--- src/rtl/window_ctrl.sv ---
// ---------------------------------------------------------------------------
// window_ctrl
//
// Sequencing controller for the sliding-window front end. It owns the
// upstream pixel handshake, tracks the input row/column, and marks which
// accepted pixels complete a full kernel window (no-padding convolution).
// The pixel datapath lives outside this block; it only receives shift_o.
//
// Ports:
//   clk_i         rising-edge clock
//   reset_ni      asynchronous active-low reset
//   start_i       arms one frame (sampled only in IDLE)
//   valid_i       upstream pixel valid
//   ready_o       upstream ready (accept = valid_i && ready_o)
//   shift_o       shift enable for line buffers / window registers
//   valid_o       window registers hold a valid output window
//   ready_i       downstream ready
//   out_col_o     output column of the presented window
//   out_row_o     output row of the presented window
//   last_o        presented window is the final one of the frame
//   busy_o        controller is not IDLE
//   frame_done_o  one-cycle pulse after the final window is taken
// ---------------------------------------------------------------------------
module window_ctrl #(
  parameter int line_width_p   = 640,
  parameter int frame_height_p = 480,
  parameter int kernel_p       = 3,
  localparam int out_col_w_lp  = ((line_width_p - kernel_p + 1) > 1)
                                 ? $clog2(line_width_p - kernel_p + 1) : 1,
  localparam int out_row_w_lp  = ((frame_height_p - kernel_p + 1) > 1)
                                 ? $clog2(frame_height_p - kernel_p + 1) : 1
) (
  input  logic                    clk_i,
  input  logic                    reset_ni,
  input  logic                    start_i,
  input  logic                    valid_i,
  output logic                    ready_o,
  output logic                    shift_o,
  output logic                    valid_o,
  input  logic                    ready_i,
  output logic [out_col_w_lp-1:0] out_col_o,
  output logic [out_row_w_lp-1:0] out_row_o,
  output logic                    last_o,
  output logic                    busy_o,
  output logic                    frame_done_o
);

  localparam int col_w_lp = (line_width_p > 1) ? $clog2(line_width_p) : 1;
  localparam int row_w_lp = (frame_height_p > 1) ? $clog2(frame_height_p) : 1;

  localparam logic [col_w_lp-1:0] col_last_lp = col_w_lp'(line_width_p - 1);
  localparam logic [row_w_lp-1:0] row_last_lp = row_w_lp'(frame_height_p - 1);
  localparam logic [col_w_lp-1:0] col_k1_lp   = col_w_lp'(kernel_p - 1);
  localparam logic [row_w_lp-1:0] row_k1_lp   = row_w_lp'(kernel_p - 1);
  localparam logic [row_w_lp-1:0] row_k2_lp   = row_w_lp'(kernel_p - 2);

  typedef enum logic [1:0] {
    IDLE   = 2'd0,
    PRIME  = 2'd1,
    STREAM = 2'd2,
    DRAIN  = 2'd3
  } state_e;

  state_e                  state_q, state_d;
  logic [col_w_lp-1:0]     c_q, c_d;
  logic [row_w_lp-1:0]     r_q, r_d;
  logic                    valid_q, valid_d;
  logic [out_col_w_lp-1:0] col_q, col_d;
  logic [out_row_w_lp-1:0] row_q, row_d;
  logic                    last_q, last_d;
  logic                    done_q, done_d;

  logic accept;
  logic productive;
  logic col_last;
  logic row_last;

  // Input is only taken while the window registers are free or being
  // emptied this cycle, so an unconsumed window is never overwritten.
  assign ready_o    = ((state_q == PRIME) || (state_q == STREAM)) && (!valid_q || ready_i);
  assign shift_o    = valid_i && ready_o;
  assign accept     = shift_o;
  assign col_last   = (c_q == col_last_lp);
  assign row_last   = (r_q == row_last_lp);
  assign productive = accept && (r_q >= row_k1_lp) && (c_q >= col_k1_lp);

  always_comb begin
    state_d = state_q;
    c_d     = c_q;
    r_d     = r_q;
    valid_d = valid_q;
    col_d   = col_q;
    row_d   = row_q;
    last_d  = last_q;
    done_d  = 1'b0;

    // Raster position with explicit wrap at the terminal values.
    if (accept) begin
      if (col_last) begin
        c_d = '0;
        r_d = row_last ? '0 : r_q + row_w_lp'(1);
      end else begin
        c_d = c_q + col_w_lp'(1);
      end
    end

    // A productive accept reloads the output register even when the
    // current window is being taken in the same cycle.
    if (productive) begin
      valid_d = 1'b1;
      col_d   = out_col_w_lp'(c_q - col_k1_lp);
      row_d   = out_row_w_lp'(r_q - row_k1_lp);
      last_d  = row_last && col_last;
    end else if (valid_q && ready_i) begin
      valid_d = 1'b0;
    end

    unique case (state_q)
      IDLE: begin
        if (start_i) begin
          c_d     = '0;
          r_d     = '0;
          state_d = PRIME;
        end
      end
      PRIME: begin
        // The row wrap that lands on row kernel_p-1 starts streaming.
        if (accept && col_last && (r_q == row_k2_lp)) begin
          state_d = STREAM;
        end
      end
      STREAM: begin
        if (accept && col_last && row_last) begin
          state_d = DRAIN;
        end
      end
      DRAIN: begin
        if (valid_q && ready_i && last_q) begin
          done_d  = 1'b1;
          state_d = IDLE;
        end
      end
      default: state_d = IDLE;
    endcase
  end

  always_ff @(posedge clk_i or negedge reset_ni) begin
    if (!reset_ni) begin
      state_q <= IDLE;
      c_q     <= '0;
      r_q     <= '0;
      valid_q <= 1'b0;
      col_q   <= '0;
      row_q   <= '0;
      last_q  <= 1'b0;
      done_q  <= 1'b0;
    end else begin
      state_q <= state_d;
      c_q     <= c_d;
      r_q     <= r_d;
      valid_q <= valid_d;
      col_q   <= col_d;
      row_q   <= row_d;
      last_q  <= last_d;
      done_q  <= done_d;
    end
  end

  assign valid_o      = valid_q;
  assign out_col_o    = col_q;
  assign out_row_o    = row_q;
  assign last_o       = last_q;
  assign busy_o       = (state_q != IDLE);
  assign frame_done_o = done_q;

endmodule

--- config.mk ---
export PLATFORM = sky130hd
export DESIGN_NAME = window_ctrl
export DESIGN_NICKNAME = d
export VERILOG_FILES = /design/src/rtl/window_ctrl.sv
export SDC_FILE = /design/constraint.sdc
export NUM_CORES = 1
export LEC_CHECK = 0
export CAP_MARGIN = 0
export CORE_MARGIN = 8
export CORE_UTILIZATION = 25
export DETAILED_ROUTE_END_ITERATION = 8
export PLACE_DENSITY = 0.42
export SLEW_MARGIN = 20
export SYNTH_ARGS = -nofsm -noshare
export SYNTH_HDL_FRONTEND = slang
export SYNTH_SLANG_ARGS = --single-unit
export TNS_END_PERCENT = 20
--- constraint.sdc ---
create_clock -name clk_i -period 6.5 [get_ports clk_i]
set_input_delay 1.95 -clock clk_i [delete_from_list [all_inputs] [get_ports clk_i]]
set_output_delay 1.95 -clock clk_i [all_outputs]
set_load 0.02 [all_outputs]
==> results.json <==
{
  "fin_crit_share_pct": 85.5,
  "synth_top_family_by_area": "simple AND/OR/NAND/NOR gates",
  "worstPathArrival_ns": 3.61,
  "cts-buffers-inserted": 5,
  "cts_root_buffer": "clkbuf_8",
  "synthesis.area_per_instance_um2": 9.43,
  "area_growth_pct": 21.3,
  "cts_post_setup_buffers_inserted": 0,
  "clk-insertion-delay-late_ns": 0.29,
  "design.portCount": 30,
  "grt_first_pass_wirelength_mm": 9.36,
  "count_of_flip_flops_with_a_built_in_enable_after_synthesis": 0,
  "postSynthCellCount": 252,
  "timing.hold.worst.class": "reg2reg",
  "status": "finished clean",
  "fp-row-count": 35,
  "ys.warnings.count": 0,
  "final-hold-violation-count": 0,
  "power-per-cell-area_nw_per_um2": 368,
  "grt_pass1_vias": 1804,
  "synth_cell_type_count": 43,
  "cts.sinks": 43,
  "fmax_ghz": 0.180,
  "worstMarginPinSlew_ns": 0.920,
  "syn_nets": 271,
  "antenna_left": 0,
  "critPathCaptureType": "output pin",
  "antennaDiodeCount": 0,
  "die_h_um": 113,
  "final.fill_count": 999,
  "sequential_element_share_of_the_synthesized_area_pct": 45.3,
  "internal-power_uw": 681,
  "gpl.final_weighted_congestion": 0.746,
  "netlist_area_um2": 2380,
  "yosys.area_share.simple_pct": 22.2,
  "fin_nets": 295,
  "grt_antenna_before_repair": 0,
  "netSwitchingPower_uw": 380,
  "port_buffer_count": 29,
  "grt_use_total_pct": 9.08,
  "peakVddDrop_uv": 147,
  "coreArea_um2": 9240,
  "worst_slew_slack_as_a_fraction_of_its_limit_pct": 38.3,
  "route.vias.total": 1756,
  "synth-async-reset-ratio_pct": 100,
  "worst-setup-path-type": "in2out",
  "comb_power_share_pct": 41.1,
  "grt_max_degree": 44,
  "area_used_by_multi_input_combinational_logic_um2": 1160,
  "power_uw": 1060,
  "launching_element_type_of_the_critical_path": "input pin",
  "fin_worst_skew_ns": 0.00539,
  "fin_crit_ns": 5.56,
  "drt_pass1_iterations": 4,
  "first_iter_violations": 70,
  "cts.path.max_buffers": 2,
  "unrepaired_setup_endpoints_after_global_routing": "false",
  "sequentialPowerShare_pct": 35.2,
  "post_route_cells_drive_above_1_share_pct": 5.78,
  "drt_drc": 0,
  "report.final.setup_viol": 0,
  "path_clk_slew_ns": 0.09,
  "cts_hold_buffers": 0,
  "synth_flop_cell": "dfrtp_1",
  "area_share_of_fa_ha_maj_cells_after_synthesis_pct": 7.37,
  "compound_cell_area_share_of_the_yosys_netlist_pct": 8.58,
  "critical_path_required_ns": 4.55,
  "ys_seq_elements": 43,
  "ctsHtreeMaxLevel": 2,
  "initial_utilization_pct": 25.7,
  "fp.dieArea_um2": 12900,
  "cts_tree": "done",
  "globalRouteOverflowTotal": 0,
  "yosys-mux-area-fraction_pct": 0.895,
  "place_hpwl_mm": 4.04,
  "regArea_um2": 1080,
  "final_max_slew_viol_count": 0,
  "max_cap_violations": 0,
  "postRouteWirelength_mm": 5.56,
  "netSwitchingFraction_pct": 35.8,
  "post_synth_xor_area_fraction_pct": 9.95,
  "routed_via_density": 4.33,
  "crit_path_max_fanout": 5,
  "power.leakage_uw": 0.00135,
  "power_frac_clock_pct": 23.7,
  "die_w_um": 113,
  "wl_per_cell_um": 13.7,
  "fin_setup_tns_ns": 0,
  "cells_resized_by_post_cts_repair": 0
}
## layer usage
layer | wire length, µm | vias to the layer above | GRT usage, %
li1 | - | 885 | -
met1 | 3000 | 838 | 13.1
met2 | 2290 | 28 | 12.9
met3 | 207 | 5 | 2.11
met4 | 63 | 0 | 2.93
met5 | 0 | - | 0
## stage by stage
| stage | hold slack, ns | worst slack [ns] | util (%) | cells | area [µm²] |
|---|---|---|---|---|---|
| 6_report | 0.482 | 0.941 | 31.2 | 406 | 2880 |
| 5_1_grt | 0.511 | 0.858 | 31.2 | 406 | 2880 |
| 4_1_cts | 0.494 | 0.932 | 31.2 | 406 | 2880 |
| 3_5_place_dp | 0.472 | 0.928 | 29.7 | 398 | 2750 |
| 3_3_place_gp | 0.465 | 0.934 | 29.7 | 398 | 2750 |
| 2_1_floorplan | 0.534 | 2.10 | - | 252 | 2380 |
## flip-flops by register name, summed over array words and instances (netlist names)
signal / cells
state_q: 2
r_q: 9
out_col_o: 10
last_o: 1
c_q: 10
frame_done_o: 1
valid_o: 1
out_row_o: 9
## logic make-up (layout without fill, tap and decap cells)
logic type      count (synthesis)  after routing
buf+inv                        27             52
fa+ha+maj                      14             14
simple gates                  107            107
xor+xnor                       27             27
compound gates                 32             32
flops                          43             43
mux                             2              2
## layout by cell type, fill, tap and decap left out, types with 3 or more instances in the layout
cell type | synthesis | layout
nor3_1 | 5 | 5
dfrtp_1 | 43 | 43
xor2_1 | 14 | 14
clkbuf_8 | 0 | 5
nand2_1 | 36 | 36
clkdlybuf4s50_1 | 0 | 28
nand4_1 | 6 | 6
and3_1 | 3 | 3
inv_1 | 14 | 14
nor4_1 | 3 | 3
and2_1 | 3 | 3
a21oi_1 | 4 | 4
nand3_1 | 11 | 11
nor2_1 | 23 | 23
ha_1 | 14 | 14
xnor2_1 | 13 | 13
or3_1 | 4 | 4
o21ai_0 | 18 | 18
## synth_stat cells (all sizes together), types with 5 or more instances
master	n	area, µm²
buf	9	67.6
dfrtp	43	1080
ha	14	175
inv	14	52.6
nand2	36	135
nand3	11	55.1
nand4	6	37.5
nor2	23	86.3
nor3	5	25.0
o21ai	21	109
or3	5	36.3
xnor2	13	114
xor2	14	123
## path summary, 6_finish.rpt
check,start,to,slack (ns),cells past startpoint
max reg2reg,r_q[5],out_col_o[8],3.90,4
max,ready_i,shift_o,0.94,5
min in group asynchronous,reset_ni,c_q[0],1.64,1
min,out_row_o[3],out_row_o[3],0.48,2
min reg2reg,out_row_o[3],out_row_o[3],0.48,2
max in group asynchronous,reset_ni,r_q[0],4.47,1
## worst max-delay path, stage by stage
cell and delay (ns):
clkdlybuf4s50_1 0.49, nand2b_1 0.14, nand3_1 0.18, inv_1 0.20, clkdlybuf4s50_1 0.64
## final cells by class
cell class / instances / area share (%)
flip-flops and latches: 43 / 37.3
clock inverters: 2 / 2.08
well taps: 129 / 5.60
inverters: 14 / 1.82
multi-input cells: 182 / 40.4
clock buffers: 6 / 2.52
repair buffers: 30 / 10.2
## power groups by stage
stage	Clock (µW)	Sequential, µW	Combinational, µW
6_report	251	373	437
5_1_grt	271	383	483
4_1_cts	261	375	446
3_5_place_dp	0	381	444
3_3_place_gp	0	379	446
2_1_floorplan	0	428	214
Power figures use the tool's default switching activity.
